$ cat src/rtl/l1d_refill_ctrl_if.sv
// L1 D-cache refill controller bus bundle.
// master: controller side; slave: cache/memory side.
interface l1d_refill_ctrl_if #(
  parameter int ADDR_W = 32,
  parameter int LINE_W = 512
);
  logic              miss_valid;
  logic              miss_ready;
  logic [ADDR_W-1:0] miss_addr;
  logic              mem_req_valid;
  logic [ADDR_W-1:0] mem_req_addr;
  logic              mem_resp_valid;
  logic [LINE_W-1:0] mem_resp_data;
  logic              fill_valid;
  logic              fill_ready;
  logic [ADDR_W-1:0] fill_addr;
  logic [LINE_W-1:0] fill_data;
  logic              fill_err;
  logic              busy;

  modport master (
    input  miss_valid,
    input  miss_addr,
    input  mem_resp_valid,
    input  mem_resp_data,
    input  fill_ready,
    output miss_ready,
    output mem_req_valid,
    output mem_req_addr,
    output fill_valid,
    output fill_addr,
    output fill_data,
    output fill_err,
    output busy
  );

  modport slave (
    output miss_valid,
    output miss_addr,
    output mem_resp_valid,
    output mem_resp_data,
    output fill_ready,
    input  miss_ready,
    input  mem_req_valid,
    input  mem_req_addr,
    input  fill_valid,
    input  fill_addr,
    input  fill_data,
    input  fill_err,
    input  busy
  );
endinterface

$ cat src/rtl/l1d_refill_ctrl.sv
// L1 D-cache miss refill controller.
// One miss in flight; timeout/retry, error fill when retries run out.
module l1d_refill_ctrl #(
  parameter int ADDR_W      = 32,
  parameter int LINE_W      = 512,
  parameter int TIMEOUT_CYC = 16,
  parameter int MAX_RETRY   = 2
) (
  input logic               clk,
  input logic               rst_n,
  l1d_refill_ctrl_if.master bus
);

  localparam int TW = $clog2(TIMEOUT_CYC + 1);
  localparam int RW = (MAX_RETRY > 0) ? $clog2(MAX_RETRY + 1) : 1;
  localparam logic [ADDR_W-1:0] OFF_MASK = ADDR_W'(LINE_W / 8 - 1);
  localparam logic [TW-1:0] T_LAST = TW'(TIMEOUT_CYC - 1);
  localparam logic [TW-1:0] T_MAX  = TW'(TIMEOUT_CYC);
  localparam logic [RW-1:0] R_MAX  = RW'(MAX_RETRY);

  typedef enum logic [1:0] {
    S_IDLE,
    S_REQ,
    S_WAIT,
    S_FILL
  } state_e;

  state_e            state_q;
  logic              req_valid_q;
  logic [ADDR_W-1:0] req_addr_q;
  logic              fill_valid_q;
  logic [ADDR_W-1:0] fill_addr_q;
  logic [LINE_W-1:0] fill_data_q;
  logic              fill_err_q;
  logic [TW-1:0]     timer_q;
  logic [RW-1:0]     retry_q;

  logic [ADDR_W-1:0] line_addr_d;
  logic [TW-1:0]     timer_d;
  logic [RW-1:0]     retry_d;

  // Line-aligned miss address and saturating counter increments.
  always_comb begin
    line_addr_d = bus.miss_addr & ~OFF_MASK;
    timer_d     = (timer_q == T_MAX) ? timer_q : timer_q + 1'b1;
    retry_d     = retry_q + 1'b1;
  end

  // Refill FSM with registered outputs.
  always_ff @(posedge clk or negedge rst_n) begin
    if (!rst_n) begin
      state_q      <= S_IDLE;
      req_valid_q  <= 1'b0;
      req_addr_q   <= '0;
      fill_valid_q <= 1'b0;
      fill_addr_q  <= '0;
      fill_data_q  <= '0;
      fill_err_q   <= 1'b0;
      timer_q      <= '0;
      retry_q      <= '0;
    end else begin
      unique case (state_q)
        S_IDLE: begin
          if (bus.miss_valid) begin
            req_addr_q  <= line_addr_d;
            fill_addr_q <= line_addr_d;
            retry_q     <= '0;
            req_valid_q <= 1'b1;
            state_q     <= S_REQ;
          end
        end
        S_REQ: begin
          req_valid_q <= 1'b0;
          timer_q     <= '0;
          state_q     <= S_WAIT;
        end
        S_WAIT: begin
          timer_q <= timer_d;
          if (bus.mem_resp_valid) begin
            fill_data_q  <= bus.mem_resp_data;
            fill_err_q   <= 1'b0;
            fill_valid_q <= 1'b1;
            state_q      <= S_FILL;
          end else if (timer_q == T_LAST) begin
            if (retry_q < R_MAX) begin
              retry_q     <= retry_d;
              req_valid_q <= 1'b1;
              state_q     <= S_REQ;
            end else begin
              fill_data_q  <= '0;
              fill_err_q   <= 1'b1;
              fill_valid_q <= 1'b1;
              state_q      <= S_FILL;
            end
          end
        end
        S_FILL: begin
          if (bus.fill_ready) begin
            fill_valid_q <= 1'b0;
            state_q      <= S_IDLE;
          end
        end
        default: state_q <= S_IDLE;
      endcase
    end
  end

  assign bus.miss_ready    = (state_q == S_IDLE);
  assign bus.busy          = (state_q != S_IDLE);
  assign bus.mem_req_valid = req_valid_q;
  assign bus.mem_req_addr  = req_addr_q;
  assign bus.fill_valid    = fill_valid_q;
  assign bus.fill_addr     = fill_addr_q;
  assign bus.fill_data     = fill_data_q;
  assign bus.fill_err      = fill_err_q;

endmodule
$ cat src/flat_wrapper.sv
// flat-port wrapper written by rule: the top's interface ports become plain ports
module l1d_refill_ctrl_flat 
#(
  parameter int ADDR_W      = 32,
  parameter int LINE_W      = 512,
  parameter int TIMEOUT_CYC = 16,
  parameter int MAX_RETRY   = 2
)
  (clk, rst_n, bus_miss_valid, bus_miss_addr, bus_mem_resp_valid, bus_mem_resp_data, bus_fill_ready, bus_miss_ready, bus_mem_req_valid, bus_mem_req_addr, bus_fill_valid, bus_fill_addr, bus_fill_data, bus_fill_err, bus_busy);
  l1d_refill_ctrl_if #(.ADDR_W(ADDR_W), .LINE_W(LINE_W)) bus_i ();
  input logic clk;
  input logic rst_n;
  input wire logic [$bits(bus_i.miss_valid)-1:0] bus_miss_valid;
  input wire logic [$bits(bus_i.miss_addr)-1:0] bus_miss_addr;
  input wire logic [$bits(bus_i.mem_resp_valid)-1:0] bus_mem_resp_valid;
  input wire logic [$bits(bus_i.mem_resp_data)-1:0] bus_mem_resp_data;
  input wire logic [$bits(bus_i.fill_ready)-1:0] bus_fill_ready;
  output wire logic [$bits(bus_i.miss_ready)-1:0] bus_miss_ready;
  output wire logic [$bits(bus_i.mem_req_valid)-1:0] bus_mem_req_valid;
  output wire logic [$bits(bus_i.mem_req_addr)-1:0] bus_mem_req_addr;
  output wire logic [$bits(bus_i.fill_valid)-1:0] bus_fill_valid;
  output wire logic [$bits(bus_i.fill_addr)-1:0] bus_fill_addr;
  output wire logic [$bits(bus_i.fill_data)-1:0] bus_fill_data;
  output wire logic [$bits(bus_i.fill_err)-1:0] bus_fill_err;
  output wire logic [$bits(bus_i.busy)-1:0] bus_busy;
  assign bus_i.miss_valid = bus_miss_valid;
  assign bus_i.miss_addr = bus_miss_addr;
  assign bus_i.mem_resp_valid = bus_mem_resp_valid;
  assign bus_i.mem_resp_data = bus_mem_resp_data;
  assign bus_i.fill_ready = bus_fill_ready;
  assign bus_miss_ready = bus_i.miss_ready;
  assign bus_mem_req_valid = bus_i.mem_req_valid;
  assign bus_mem_req_addr = bus_i.mem_req_addr;
  assign bus_fill_valid = bus_i.fill_valid;
  assign bus_fill_addr = bus_i.fill_addr;
  assign bus_fill_data = bus_i.fill_data;
  assign bus_fill_err = bus_i.fill_err;
  assign bus_busy = bus_i.busy;
  l1d_refill_ctrl #(.ADDR_W(ADDR_W), .LINE_W(LINE_W), .TIMEOUT_CYC(TIMEOUT_CYC), .MAX_RETRY(MAX_RETRY)) u_core (.clk(clk), .rst_n(rst_n), .bus(bus_i));
endmodule
$ cat config.mk
export PLATFORM = sky130hd
export DESIGN_NAME = l1d_refill_ctrl_flat
export DESIGN_NICKNAME = d
export VERILOG_FILES = /design/src/rtl/l1d_refill_ctrl_if.sv /design/src/rtl/l1d_refill_ctrl.sv /design/src/flat_wrapper.sv
export SDC_FILE = /design/constraint.sdc
export NUM_CORES = 1
export LEC_CHECK = 0
export CAP_MARGIN = 10
export CELL_PAD_IN_SITES_DETAIL_PLACEMENT = 0
export CELL_PAD_IN_SITES_GLOBAL_PLACEMENT = 1
export CORE_AREA = 4 4 437 439
export DETAILED_ROUTE_END_ITERATION = 10
export DIE_AREA = 0 0 441 443
export PLACE_DENSITY_LB_ADDON = 0.1
export SETUP_SLACK_MARGIN = 0.5
export SLEW_MARGIN = 10
export SYNTH_ARGS = -nofsm -noshare
export SYNTH_HDL_FRONTEND = slang
export SYNTH_SLANG_ARGS = --single-unit
export TNS_END_PERCENT = 5
$ cat constraint.sdc
create_clock -name clk -period 2.45 [get_ports clk]
set_input_delay 0.6125 -clock clk [delete_from_list [all_inputs] [get_ports clk]]
set_output_delay 0.6125 -clock clk [all_outputs]
set_load 0.05 [all_outputs]
# Yosys cells after proc, flatten, opt, wreduce, memory -nomap -nowiden
# Cells that the tools add are included.
# word_totals
register_bits	550
output_inout_bits	581
word_cells	66
# classes
add_sub_neg	2
n_lt_le_gt_ge	1
n_eq_ne	14
mux	27
n_reduce_logical	14
# ops
operator	count
512-bit 2-to-1 mux	3
2-bit 2-to-1 mux	9
2-bit inequality test, second input constant	5
5-bit case mux with 2 select lines	1
5-bit AND reduction	2
2-bit nonzero test	5
1-bit 2-to-1 mux	9
2-bit case mux with 4 select lines	1
3-bit AND reduction	2
5-bit by 1-bit adder with 5-bit output, second input constant	1
5-bit by 4-bit == test with 1-bit output, second input constant	1
5-bit == test, second input constant	1
5-bit 2-to-1 mux	1
2-bit == test, second input constant	2
2-bit by 1-bit inequality test with 1-bit output, second input constant	2
2-bit case mux with 2 select lines	1
2-bit AND reduction	2
4-bit AND reduction	1
3-bit by 2-bit inequality test with 1-bit output, second input constant	1
3-bit inequality test, second input constant	1
1-bit case mux with 3 select lines	1
3-bit nonzero test	1
2-bit by 1-bit adder with 2-bit output, second input constant	1
2-bit by 1-bit == test with 1-bit output, second input constant	1
3 further kinds	3

# Logic depth before layout (Yosys ltp)
# depth
ltp_word	5
ltp_mapped	8
depth_no_buf	6

# Worst setup path before layout
# No wires, ideal clock.
# synth_timing
path_type	register -> register
from	register u_core.timer_q[0]
to	register u_core.fill_data_q[270] (netlist: u_core.bus.fill_data[270])
arrival_ps	1980
required_ps	2383
path_slack_ps	403
path_stages_with_launch	9
path_buffers	2
cell_sequence	dfrtp_1 > ha_1 > and3_1 > ha_1 > and2_1 > o21ai_2 > buf_2 > clkbuf_1 > a22o_1
# synth_via
elab_chain_cells	3
# synth_lines
item	line	text
from (decl)	l1d_refill_ctrl.sv:35	logic [TW-1:0] timer_q;
from (signal assigned)	l1d_refill_ctrl.sv:78	timer_q <= timer_d;
5-bit by 4-bit == test with 1-bit output	l1d_refill_ctrl.sv:84	end else if (timer_q == T_LAST) begin
2-bit nonzero test (no line)	--	
3-bit AND reduction (no line)	--	
to (signal assigned)	l1d_refill_ctrl.sv:80	fill_data_q <= bus.mem_resp_data;
to (decl)	l1d_refill_ctrl.sv:33	logic [LINE_W-1:0] fill_data_q;
# No other way between the ends.
# A chain may end at the register's enable or synchronous reset.

# Worst setup path after layout
# layout_timing
from	register u_core.timer_q[0]
to	register u_core.fill_data_q[100] (netlist: u_core.bus.fill_data[100])
# The elaborated chain is that of the path after synthesis.

==> flow_summary_export.csv <==
group,metric,value,unit
run_status,outcome,"finished clean",
synthesis,synth_edf_count,0,
synthesis,synth-seq-cells,550,
clock_network,cts_tree,"built",
grt,antenna_found_initial,34,
clock_network,root_buffer,"clkbuf_16",
route,vias,17300,
final_layout,layout-drive-gt1-share,30.5,%
setup_path,startpoint_type,"flip-flop",
route,drt_iter0_drc,796,
setup_path,criticalPathCategory,"reg2reg",
timing,maxSlewViolCount,0,
power,leakage,17.2,nW
floorplan,fp.dieW,441,um
setup_path,required,2.99,ns
final_layout,fin_util,19.9,%
clock_network,clkLatencyLatePin,0.67,ns
timing,setup_viol,0,
timing,fmax,0.464,GHz
synthesis,avgSynthCellArea,14.8,sq um
power,irDropWorstVdd,0.000782,V
final_layout,seq_area,13800,sq um
synthesis,ys_seq_area_share,67.3,%
synthesis,synth_flop_cell,"dfrtp_1",
setup_path,r2r_setup_slack,0.29,ns
power,power,62.3,mW
route,drt-total-wl,127000,um
grt,grt_pass1_vias,19000,
synthesis,synth_cells,1385,
clock_network,clk_pin_slew,0.06,ns
setup_path,crit_path_end_kind,"flip-flop",
final_layout,synthToLayoutAreaGrowth,82.3,%
worst_hold_path,min-delay-start,"bus_mem_resp_valid",
floorplan,fp.dieArea,195000,sq um
setup_path,r2r_start,"u_core.timer_q[0]$_DFFE_PN0P_",
setup_path,path_cells,"ha_2, and3_4, ha_4, and2_4, o21ai_4, buf_6, buf_16, buf_12, buf_12, clkbuf_16, a22o_1",
timing,setup_tns,0,ns
timing,rsz0062_at_grt,"true",
grt,grtUsageMet3,4.35,%
power,power_density,1670,nW/um^2
placement,port_buffers,1111,
setup_path,path_common_cell,"buf_12",
clock_network,cts.path.max_buffers,3,
final_layout,n_fill_cell,20300,
grt,grt.busiest_layer,"met2",
timing,clock_skew,0.0283,ns
floorplan,initial_core_util,10.9,%
placement,gp_congestion,0.786,
synthesis,yosysWarnings,0,
route,ant_nets,0,
clock_network,cts_sinks,550,
setup_path,max_stage_delay,0.36,ns
timing,maxSlewHeadroom,50.1,%
grt,gr-usage-all-layers,12.4,%
floorplan,pin_count,1130,
floorplan,fp-row-count,159,
grt,grt_pass1_wl,170000,um
run,cap_violations,0,
grt,grt_max_degree,104,
grt,use_met1,13.5,%
setup_path,path_delay_family,"buffers and inverters",
timing,finalHoldViolCount,0,
timing,period_needed,2.16,ns
setup_path,cp.arrival,2.70,ns
clock_network,cts_made_buffers,82,
grt,overflow,0,
route,dr.pass1.iters,5,
final_layout,multi_input_area,5580,sq um
setup_path,crit_buf_inv,5,
setup_path,path_max_fanout,6,
clock_network,htreeDepth,3,
final_layout,nNetsFinal,3105,
synthesis,synth_cell_types,32,
timing,tightest_slew,0.748,ns
grt,grtUsageMet2,22.9,%
placement,hpwl,95000,um
worst_hold_path,hold_path.class,"in2reg",
setup_path,startpoint,"u_core.timer_q[0]$_DFFE_PN0P_",
synthesis,netlist_area,20400,sq um
setup_path,slowest_stage,"dfrtp_1",
route,routedWlPerCell,24.8,um
floorplan,core,187000,sq um
floorplan,fp.dieH,443,um
timing,period_share,88.0,%
route,avgViaCountPerCell,3.37,
route,drc_errors,0,
synthesis,synthArstFlopShare,100,%
-- registers in the layout, summed over array words and instances (netlist names) --
signal,count
u_core.retry_q,2
u_core.bus.fill_data,512
u_core.bus.fill_valid,1
u_core.bus.fill_addr,26
u_core.timer_q,5
u_core.bus.fill_err,1
u_core.bus.mem_req_valid,1
u_core.state_q,2
-- final cells by class --
class	count	area share [%]
sequential	550	37.0
clock buffer	127	6.42
tap	2495	8.38
antenna	9	0.0605
clock inverter	18	0.460
multi-input combinational	675	15.0
inverter	6	0.0672
timing repair buffer	1237	32.7
-- stage by stage --
| step | setup WS, ns | area [sq um] | hold WS (ns) | cells |
|---|---|---|---|---|
| 2_1_floorplan | 0.403 | 20500 | 0.317 | 1396 |
| 3_3_place_gp | 0.0919 | 34300 | 0.460 | 4912 |
| 3_5_place_dp | 0.0358 | 34300 | 0.465 | 4912 |
| 4_1_cts | 0.171 | 37700 | 0.290 | 5091 |
| 5_1_grt | 0.188 | 37200 | 0.348 | 5111 |
| 6_report | 0.293 | 37200 | 0.383 | 5117 |
-- cell usage after synthesis (all sizes together), types with 2 or more instances --
master / number / area, sq um
nand2b: 2 / 12.5
nand2: 10 / 37.5
mux2: 26 / 293
clkbuf: 28 / 105
nor2: 4 / 15.0
and2: 2 / 12.5
o21ai: 5 / 28.8
inv: 6 / 22.5
and3: 73 / 457
a21o: 72 / 541
mux2i: 3 / 30.0
a21oi: 5 / 25.0
a22o: 442 / 3870
buf: 137 / 1060
dfrtp: 550 / 13800
ha: 4 / 50.1
nor2b: 4 / 25.0
-- where the power goes --
| part | internal, mW | switching, mW | leakage (nW) |
|---|---|---|---|
| combinational | 10.7 | 24.0 | 9.11 |
| clock | 6.81 | 4.75 | 1.26 |
| sequential | 13.4 | 2.71 | 6.85 |
-- layout by cell type (no fill, tap or decap), types with 16 or more instances in the layout --
cell             instances
clkbuf_1                29
buf_12                  34
a21o_1                  72
buf_4                  160
clkdlybuf4s15_1         54
mux2_2                  26
clkbuf_16               92
and3_1                  72
buf_6                   24
clkdlybuf4s15_2        212
buf_16                  16
a22o_1                 442
clkdlybuf4s50_1        540
clkbuf_2               180
dfrtp_1                547
-- metal layers --
layer	part of all wire (%)	wire [um]
met2	53	67200
met1	37	47400
met3	7.4	9410
met5	0.13	162
met4	2.1	2670
-- tightest hold or removal path, delay by kind of cell --
kind	cells	cell delay [ns]
simple gates	1	0.08
compound gates	1	0.08
buf+inv	2	0.23
-- logic make-up after synthesis --
family                     synth area share, %
AOI/OAI and AO/OA                         22.1
muxes                                     1.58
other                                   0.0184
DFF                                       67.3
buffers and inverters                     5.79
xor gates and xnor gates                0.0429
and+or+nand+nor                           2.85
adders and majority gates                0.245
-- what timing repair did --
item                                    in CTS  in global routing
hold endpoints to repair                    29                  0
gates cloned                                 8                 11
endpoints found under the setup margin    1078               1074
setup buffers                               25                  6
pin swaps                                    1                 23
gates resized for setup                   1148                301
hold buffers                                 1                  0
-- path summary, 6_finish.rpt --
| path | endpoint | cells past startpoint |
|---|---|---|
| setup / recovery | u_core.bus.fill_data[100]$_DFFE_PN0P_ | 11 |
| hold / removal | u_core.retry_q[1]$_DFFE_PN0P_ | 4 |
| setup reg to reg | u_core.bus.fill_data[100]$_DFFE_PN0P_ | 11 |
| hold reg to reg | u_core.bus.fill_data[196]$_DFFE_PN0P_ | 1 |
| max in group asynchronous | u_core.bus.fill_data[456]$_DFFE_PN0P_ | 4 |
| min in group asynchronous | u_core.bus.fill_data[247]$_DFFE_PN0P_ | 2 |
Note: power is estimated with default switching activity, not from simulation.
